### src/rtl/display_scan_if.sv
// Bus between a display_scan block and whatever supplies its values.
// The driver feeds value/load; display_scan returns busy and the scan outputs.
interface display_scan_if;
  logic [13:0] value;
  logic        load;
  logic        busy;
  logic [3:0]  num;
  logic [3:0]  an;

  modport master (output value, load, input busy, num, an);
  modport slave  (input value, load, output busy, num, an);
endinterface

### src/rtl/display_scan.sv
// Binary-to-BCD conversion (shift-add-3) with leading-zero blanking, feeding a
// 4-digit common-anode multiplexed display scanner.
module display_scan #(
  parameter int REFRESH_DIV = 100000
) (
  input  logic           clk,
  input  logic           rst_n,
  display_scan_if.slave  bus
);

  localparam int CNT_W = (REFRESH_DIV > 1) ? $clog2(REFRESH_DIV) : 1;

  typedef enum logic {IDLE, CONV} state_t;

  state_t            state, state_nxt;
  logic              done;
  logic [29:0]       sr;
  logic [29:0]       sr_adj;
  logic [29:0]       sr_shift;
  logic [3:0]        step;
  logic              ovr;
  logic [3:0][3:0]   digit;
  logic [CNT_W-1:0]  refcnt;
  logic [1:0]        idx;

  function automatic logic [15:0] add3(input logic [15:0] bcd);
    logic [15:0] r;
    for (int i = 0; i < 4; i++) begin
      r[i*4 +: 4] = (bcd[i*4 +: 4] >= 4'd5) ? bcd[i*4 +: 4] + 4'd3 : bcd[i*4 +: 4];
    end
    return r;
  endfunction

  // Nibbles above the most significant nonzero one go blank; ones digit always shown.
  function automatic logic [15:0] blank(input logic [15:0] bcd);
    if (bcd[15:12] != 4'd0)     return bcd;
    else if (bcd[11:8] != 4'd0) return {4'hF, bcd[11:0]};
    else if (bcd[7:4] != 4'd0)  return {8'hFF, bcd[7:0]};
    else                        return {12'hFFF, bcd[3:0]};
  endfunction

  assign sr_adj   = {add3(sr[29:14]), sr[13:0]};
  assign sr_shift = sr_adj << 1;

  always_comb begin
    state_nxt = state;
    done      = 1'b0;
    case (state)
      IDLE: if (bus.load) state_nxt = CONV;
      CONV: begin
        if (step == 4'd13) begin
          state_nxt = IDLE;
          done      = 1'b1;
        end
      end
    endcase
  end

  always_ff @(posedge clk or negedge rst_n) begin
    if (!rst_n) state <= IDLE;
    else        state <= state_nxt;
  end

  // Conversion control: step counter, overrange flag, committed digits
  always_ff @(posedge clk or negedge rst_n) begin
    if (!rst_n) begin
      step  <= 4'd0;
      ovr   <= 1'b0;
      digit <= {4{4'hF}};
    end else if (state == IDLE) begin
      if (bus.load) begin
        step <= 4'd0;
        ovr  <= (bus.value > 14'd9999);
      end
    end else begin
      step <= step + 4'd1;
      if (done) digit <= ovr ? {4{4'hA}} : blank(sr_shift[29:14]);
    end
  end

  // Shift register holds data only, so it carries no reset
  always_ff @(posedge clk) begin
    if (state == IDLE) begin
      if (bus.load) sr <= {16'd0, bus.value};
    end else begin
      sr <= sr_shift;
    end
  end

  always_ff @(posedge clk or negedge rst_n) begin
    if (!rst_n) begin
      refcnt <= '0;
      idx    <= 2'd0;
    end else if (refcnt == CNT_W'(REFRESH_DIV - 1)) begin
      refcnt <= '0;
      idx    <= idx + 2'd1;
    end else begin
      refcnt <= refcnt + 1'b1;
    end
  end

  assign bus.busy = (state == CONV);
  assign bus.an   = ~(4'b0001 << idx);
  assign bus.num  = digit[idx];

endmodule

### src/flat_wrapper.sv
// flat-port wrapper written by rule: the top's interface ports become plain ports
module display_scan_flat 
#(
  parameter int REFRESH_DIV = 100000
)
  (clk, rst_n, bus_value, bus_load, bus_busy, bus_num, bus_an);
  display_scan_if bus_i ();
  input  logic clk;
  input  logic rst_n;
  input wire logic [$bits(bus_i.value)-1:0] bus_value;
  input wire logic [$bits(bus_i.load)-1:0] bus_load;
  output wire logic [$bits(bus_i.busy)-1:0] bus_busy;
  output wire logic [$bits(bus_i.num)-1:0] bus_num;
  output wire logic [$bits(bus_i.an)-1:0] bus_an;
  assign bus_i.value = bus_value;
  assign bus_i.load = bus_load;
  assign bus_busy = bus_i.busy;
  assign bus_num = bus_i.num;
  assign bus_an = bus_i.an;
  display_scan #(.REFRESH_DIV(REFRESH_DIV)) u_core (.clk(clk), .rst_n(rst_n), .bus(bus_i));
endmodule
### config.mk
export PLATFORM = sky130hd
export DESIGN_NAME = display_scan_flat
export DESIGN_NICKNAME = d
export VERILOG_FILES = /design/src/rtl/display_scan_if.sv /design/src/rtl/display_scan.sv /design/src/flat_wrapper.sv
export SDC_FILE = /design/constraint.sdc
export NUM_CORES = 1
export LEC_CHECK = 0
export BUFFER_PORTS_ARGS = -buffer_cell sky130_fd_sc_hd__buf_2
export CORE_MARGIN = 2
export CORE_UTILIZATION = 60
export DETAILED_ROUTE_END_ITERATION = 7
export GPL_TIMING_DRIVEN = 0
export PLACE_DENSITY = 0.83
export SLEW_MARGIN = 20
export SYNTH_ARGS = -nofsm -noshare
export SYNTH_HDL_FRONTEND = slang
export SYNTH_SLANG_ARGS = --single-unit
### constraint.sdc
create_clock -name clk -period 2.1 [get_ports clk]
set_input_delay 0 -clock clk [delete_from_list [all_inputs] [get_ports clk]]
set_output_delay 0 -clock clk [all_outputs]
set_load 0.02 [all_outputs]
# Word level (Yosys, flattened, before mapping)
# Cells that the tools add are included.
[word_totals] output_inout_bits=9 ff_bits=71
[op_classes] n_bitwise=2 n_eq_ne=2 mux=20 magnitude_cmp=6 n_reduce_logical=6 add_sub_neg=7 n_shift=1
[op_table] cell="$mux 30" n=2
[op_table] cell="$mux 16" n=3
[op_table] cell="$mux 4" n=6
[op_table] cell="$add 17x1->17 const B" n=1
[op_table] cell="$eq 17x17->1 const B" n=1
[op_table] cell="$mux 17" n=1
[op_table] cell="$ge 4x3->1 const B" n=4
[op_table] cell="$gt 14x14->1 const B" n=1
[op_table] cell="$add 4x2->4 const B" n=3
[op_table] cell="$reduce_bool 4->1" n=3
[op_table] cell="$bmux 4 s2" n=1
[op_table] cell="$mux 8" n=1
[op_table] cell="$add 4x1->4 const B" n=1
[op_table] cell="$eq 4x4->1 const B" n=1
[op_table] cell="$mux 1" n=4
[op_table] cell="$not 4->4" n=1
[op_table] cell="$reduce_and 2->1" n=2
[op_table] cell="$shl 1x2->4 const A" n=1
[op_table] cell="$add 3x2->3 const B" n=1
[op_table] cell="$lt 2x3->1 const B" n=1
[op_table] cell="$mux 3" n=1
[op_table] cell="$add 2x1->2 const B" n=1
[op_table] cell="$pmux 1 s2" n=1
[op_table] cell="$reduce_bool 2->1" n=1
[op_table] cell="$not 1->1" n=1

# Depth between registers and ports, before layout
[logic_depth] depth_word=7 mapped_depth=7 mapped_depth_nobuf=7

# Least setup slack after synthesis
# No wires, ideal clock.
[synth_path] kind="register to register" start="register u_core.sr[26]" end="register u_core.digit[5] (netlist bit)" path_slack_ps=217 n_path_buf=0 setup_ps=81 stages_incl_launch_ff=7 required_time_ps=2019 synth_period_minus_slack_ps=1883 arrival_time_ps=1802 cell_sequence="edfxtp_1 ha_1 nand2b_1 a21oi_4 mux2i_1 o2111ai_4 a211oi_2"
[synth_via] elab_chain_cells=5
[synth_lines] item="start, declared" line="display_scan.sv:17" source="logic [29:0] sr;"
[synth_lines] item="start signal, assigned" line="display_scan.sv:84" source="if (bus.load) sr <= {16'd0, bus.value};"
[synth_lines] item="start signal, assigned" line="display_scan.sv:86" source="sr <= sr_shift;"
[synth_lines] item="$ge 4x3->1 or $add 3x2->3 (tied branches)" line="display_scan.sv:29" source="r[i*4 +: 4] = (bcd[i*4 +: 4] >= 4'd5) ? bcd[i*4 +: 4] + 4'd3 : bcd[i*4 +: 4];"
[synth_lines] item="$mux 3 (*)" line="display_scan.sv:29"
[synth_lines] item="$reduce_bool 4->1 (*)" line="display_scan.sv:36" source="if (bcd[15:12] != 4'd0) return bcd;"
[synth_lines] item="$mux 16 (*)" line="display_scan.sv:36"
[synth_lines] item="$mux 16 (*)" line="display_scan.sv:77" source="if (done) digit <= ovr ? {4{4'hA}} : blank(sr_shift[29:14]);"
[synth_lines] item="end signal, assigned" line="display_scan.sv:69" source="digit <= {4{4'hF}};"
[synth_lines] item="end signal, assigned" line="display_scan.sv:77"
[synth_lines] item="end, declared" line="display_scan.sv:22" source="logic [3:0][3:0] digit;"
# Every way passes the cells marked *; elsewhere a longest branch is shown, timed or not.
# A chain may end at the register's enable or synchronous reset.

# Worst setup path after layout
[layout_path] start="register u_core.sr[22]" end="register u_core.digit[7] (netlist bit)"
[layout_via] elab_chain_cells=6
[layout_lines] item="$add 4x2->4 or $ge 4x3->1 (tied branches)" line="display_scan.sv:29"
[layout_lines] item="$mux 4 (*)" line="display_scan.sv:29"
[layout_lines] item="$reduce_bool 4->1" line="display_scan.sv:37" source="else if (bcd[11:8] != 4'd0) return {4'hF, bcd[11:0]};"
[layout_lines] item="$mux 16" line="display_scan.sv:37"
[layout_lines] item="$mux 16 (*)" line="display_scan.sv:36"
[layout_lines] item="$mux 16 (*)" line="display_scan.sv:77"
# Marks and branches as above.

==> results.ini <==
[run_status]
outcome = complete, no violations

[clocking]
cts.sinks = 71
h-tree-depth = 3
cts_made_buffers = 9
cts_tree = built
clk_pin_slew_ns = 0.08
clk_latency_ns = 0.35
clk_path_buf_depth = 2
cts_root_buf = clkbuf_8

[setup_path]
reg2reg_depth = 7
r2r-start = u_core.sr[22]$_DFFE_PP_
cp.required_ns = 2.36
path_class = reg -> reg
worstPathArrival_ns = 2.29
crit_path_end_kind = flip-flop
reg2reg_slack_ns = 0.07
r2r-end = u_core.digit[7]$_DFFE_PN1P_
cp-start-kind = flip-flop
critPathLaunch = u_core.sr[22]$_DFFE_PP_
path_max_fanout = 8

[synthesis]
synth_simple_gate_area_frac = 0.149
synth_compound_area_frac = 0.132
synthXorXnorAreaFrac = 0.0536
synth-seq-cells = 71
synth_mux_area_frac = 0.0421
yosysWarnings = 0
synthFlopType = edfxtp_1
synth_nets = 350
synth.distinct_cells = 53
synth_edf_count = 29
netlist_area_sq_mm = 0.00359
syn_area_per_cell_sq_um = 11.3
async_flop_share = 0.577
synth-adder-area-share = 0.0522
syn_inst = 318
synth_top_family_by_area = simple AND/OR/NAND/NOR gates
yosysSeqAreaShare = 0.539

[die]
rows = 28
initial_core_util = 0.614
die_x_um = 81.4
coreArea_sq_mm = 0.00585
io_pins = 26
die_area_sq_mm = 0.00662
die_h_um = 81.4

[timing]
relSlewSlack = 0.398
worst_pin_slew_ns = 0.903
finalSetupViolCount = 0
finalClockSkew_ns = 0.0130
finalCriticalPeriod_ns = 2.03
final-hold-violation-count = 0
finalCritPeriodShare = 0.966
fmax_mhz = 493
final.setup.tns_ns = 0
maxSlewViolCount = 0

[cells_and_area]
layout-drive-gt1-share = 0.231
final_common_cell = nor2_1
final_cell_mix = nor2_1 (34), edfxtp_1 (29), buf_2 (26)
fillers = 398
regArea_sq_mm = 0.00194
num_antenna_cells = 0
final_area_sq_mm = 0.00429
multi_input_area_sq_mm = 0.00158
num-nets-final = 412
final_core_util = 0.733
area_growth_pct = 19.4

[placement]
dpl.hpwl_mm = 5.06
portBuffers = 25
place.gp.congestion = 0.825
dpl-instance-area_sq_mm = 0.00381

[grt]
antenna_found_initial = 0
grt_max_degree = 42
grt_pass1_vias = 2660
grt_pass1_wl_mm = 12.6
grt.total_usage = 0.256
gr-total-overflow = 0

[min_path]
hold_class = in -> reg
hp-start = bus_load
min_path_cells = 3
min_to = u_core.bus.busy$_DFF_PN0_

[drt]
wire_per_inst_um = 17.3
ant_nets = 0
postRouteWirelength_mm = 7.98
drt_first_pass_iters = 6
vias = 2710
drtIter0Drc = 364
drt-vias-per-instance = 5.89
drc = 0

[power]
peakVddDrop_v = 0.000905
p_leak_nw = 1.78
power_density_mw_per_mm2 = 1440

[run]
drv_cap = 0

==> routing by layer <==
metal,GRT usage,part of all wire
met5,0,0
met4,0.0966,0.023
met3,0.0511,0.050
met2,0.420,0.50
met1,0.335,0.42
==> registers in the layout, summed over array words and instances, names as in the netlist <==
signal / flops
u_core.idx: 2
u_core.ovr: 1
u_core.sr: 30
u_core.refcnt: 17
u_core.bus.busy: 1
u_core.digit: 16
u_core.step: 4
==> synthesized netlist by cell type, types with 6 or more instances <==
library cell / number / area, sq um
a21oi_1: 6 / 30.0
a22o_1: 14 / 123
and2_1: 9 / 56.3
clkbuf_1: 6 / 22.5
dfrtp_1: 25 / 626
dfstp_2: 16 / 420
edfxtp_1: 29 / 871
ha_1: 15 / 188
inv_1: 20 / 75.1
nand2_1: 25 / 93.8
nand3_1: 9 / 45.0
nand4_1: 6 / 37.5
nor2_1: 34 / 128
nor2b_1: 7 / 43.8
o21ai_0: 11 / 55.1
xnor2_1: 14 / 123
xor2_1: 8 / 70.1
==> stage by stage <==
| step | worst slack, ns | power, mW | hold slack, ns | std cells |
|---|---|---|---|---|
| floorplan | 0.217 | 4.03 | -0.296 | 318 |
| global placement | -0.00906 | 4.49 | 0.170 | 418 |
| detailed placement | -0.0549 | 4.64 | 0.178 | 418 |
| CTS | 0.00536 | 5.85 | 0.0166 | 450 |
| global route | -0.0411 | 6.55 | 0.0495 | 460 |
| finish | 0.0706 | 6.19 | 0.0469 | 460 |
==> what timing repair did <==
action,4_1_cts,5_1_grt
endpoints found under the hold margin,40,0
pin swaps,0,6
resized for setup,1,13
setup endpoints to repair,8,12
gates cloned,0,0
hold buffers,16,0
setup buffers,0,10
==> area by class of cell <==
type | count | share of cell area
inverter | 20 | 0.0175
buffer | 9 | 0.00904
tap | 75 | 0.0219
multi-input combinational | 218 | 0.369
timing repair buffer | 51 | 0.0840
sequential | 71 | 0.451
clock inverter | 5 | 0.0169
clock buffer | 11 | 0.0306
==> power by group <==
part,total (mW),switching [mW],leakage [nW],internal (mW)
combinational,2.53,1.40,0.851,1.13
sequential,2.50,0.351,0.824,2.15
clock,1.16,0.497,0.102,0.660
total,6.19,2.25,1.78,3.94
==> worst max-delay path by stage <==
stage	end	slack [ns]	cells past startpoint
final	u_core.digit[7]$_DFFE_PN1P_	0.07	7
after global routing	u_core.digit[7]$_DFFE_PN1P_	-0.04	7
after CTS	u_core.digit[10]$_DFFE_PN1P_	0.005	7
after detailed placement	u_core.digit[10]$_DFFE_PN1P_	-0.05	7
after global placement	u_core.digit[7]$_DFFE_PN1P_	-0.009	6
after floorplan	u_core.digit[5]$_DFFE_PN1P_	0.22	6
==> kinds of logic after synthesis <==
group / Yosys count
buf+inv: 29
flops: 71
simple gates: 110
xor+xnor: 22
mux: 10
fa+ha+maj: 15
compound gates: 61
==> critical path, cell delays in order (launching register included) <==
cell	delay, ns
edfxtp_1	0.45
buf_4	0.18
ha_1	0.19
nor2b_2	0.15
nor3_1	0.08
a211oi_2	0.35
o2111ai_4	0.27
a211oi_2	0.26
Note: power is estimated with default switching activity, not from simulation.
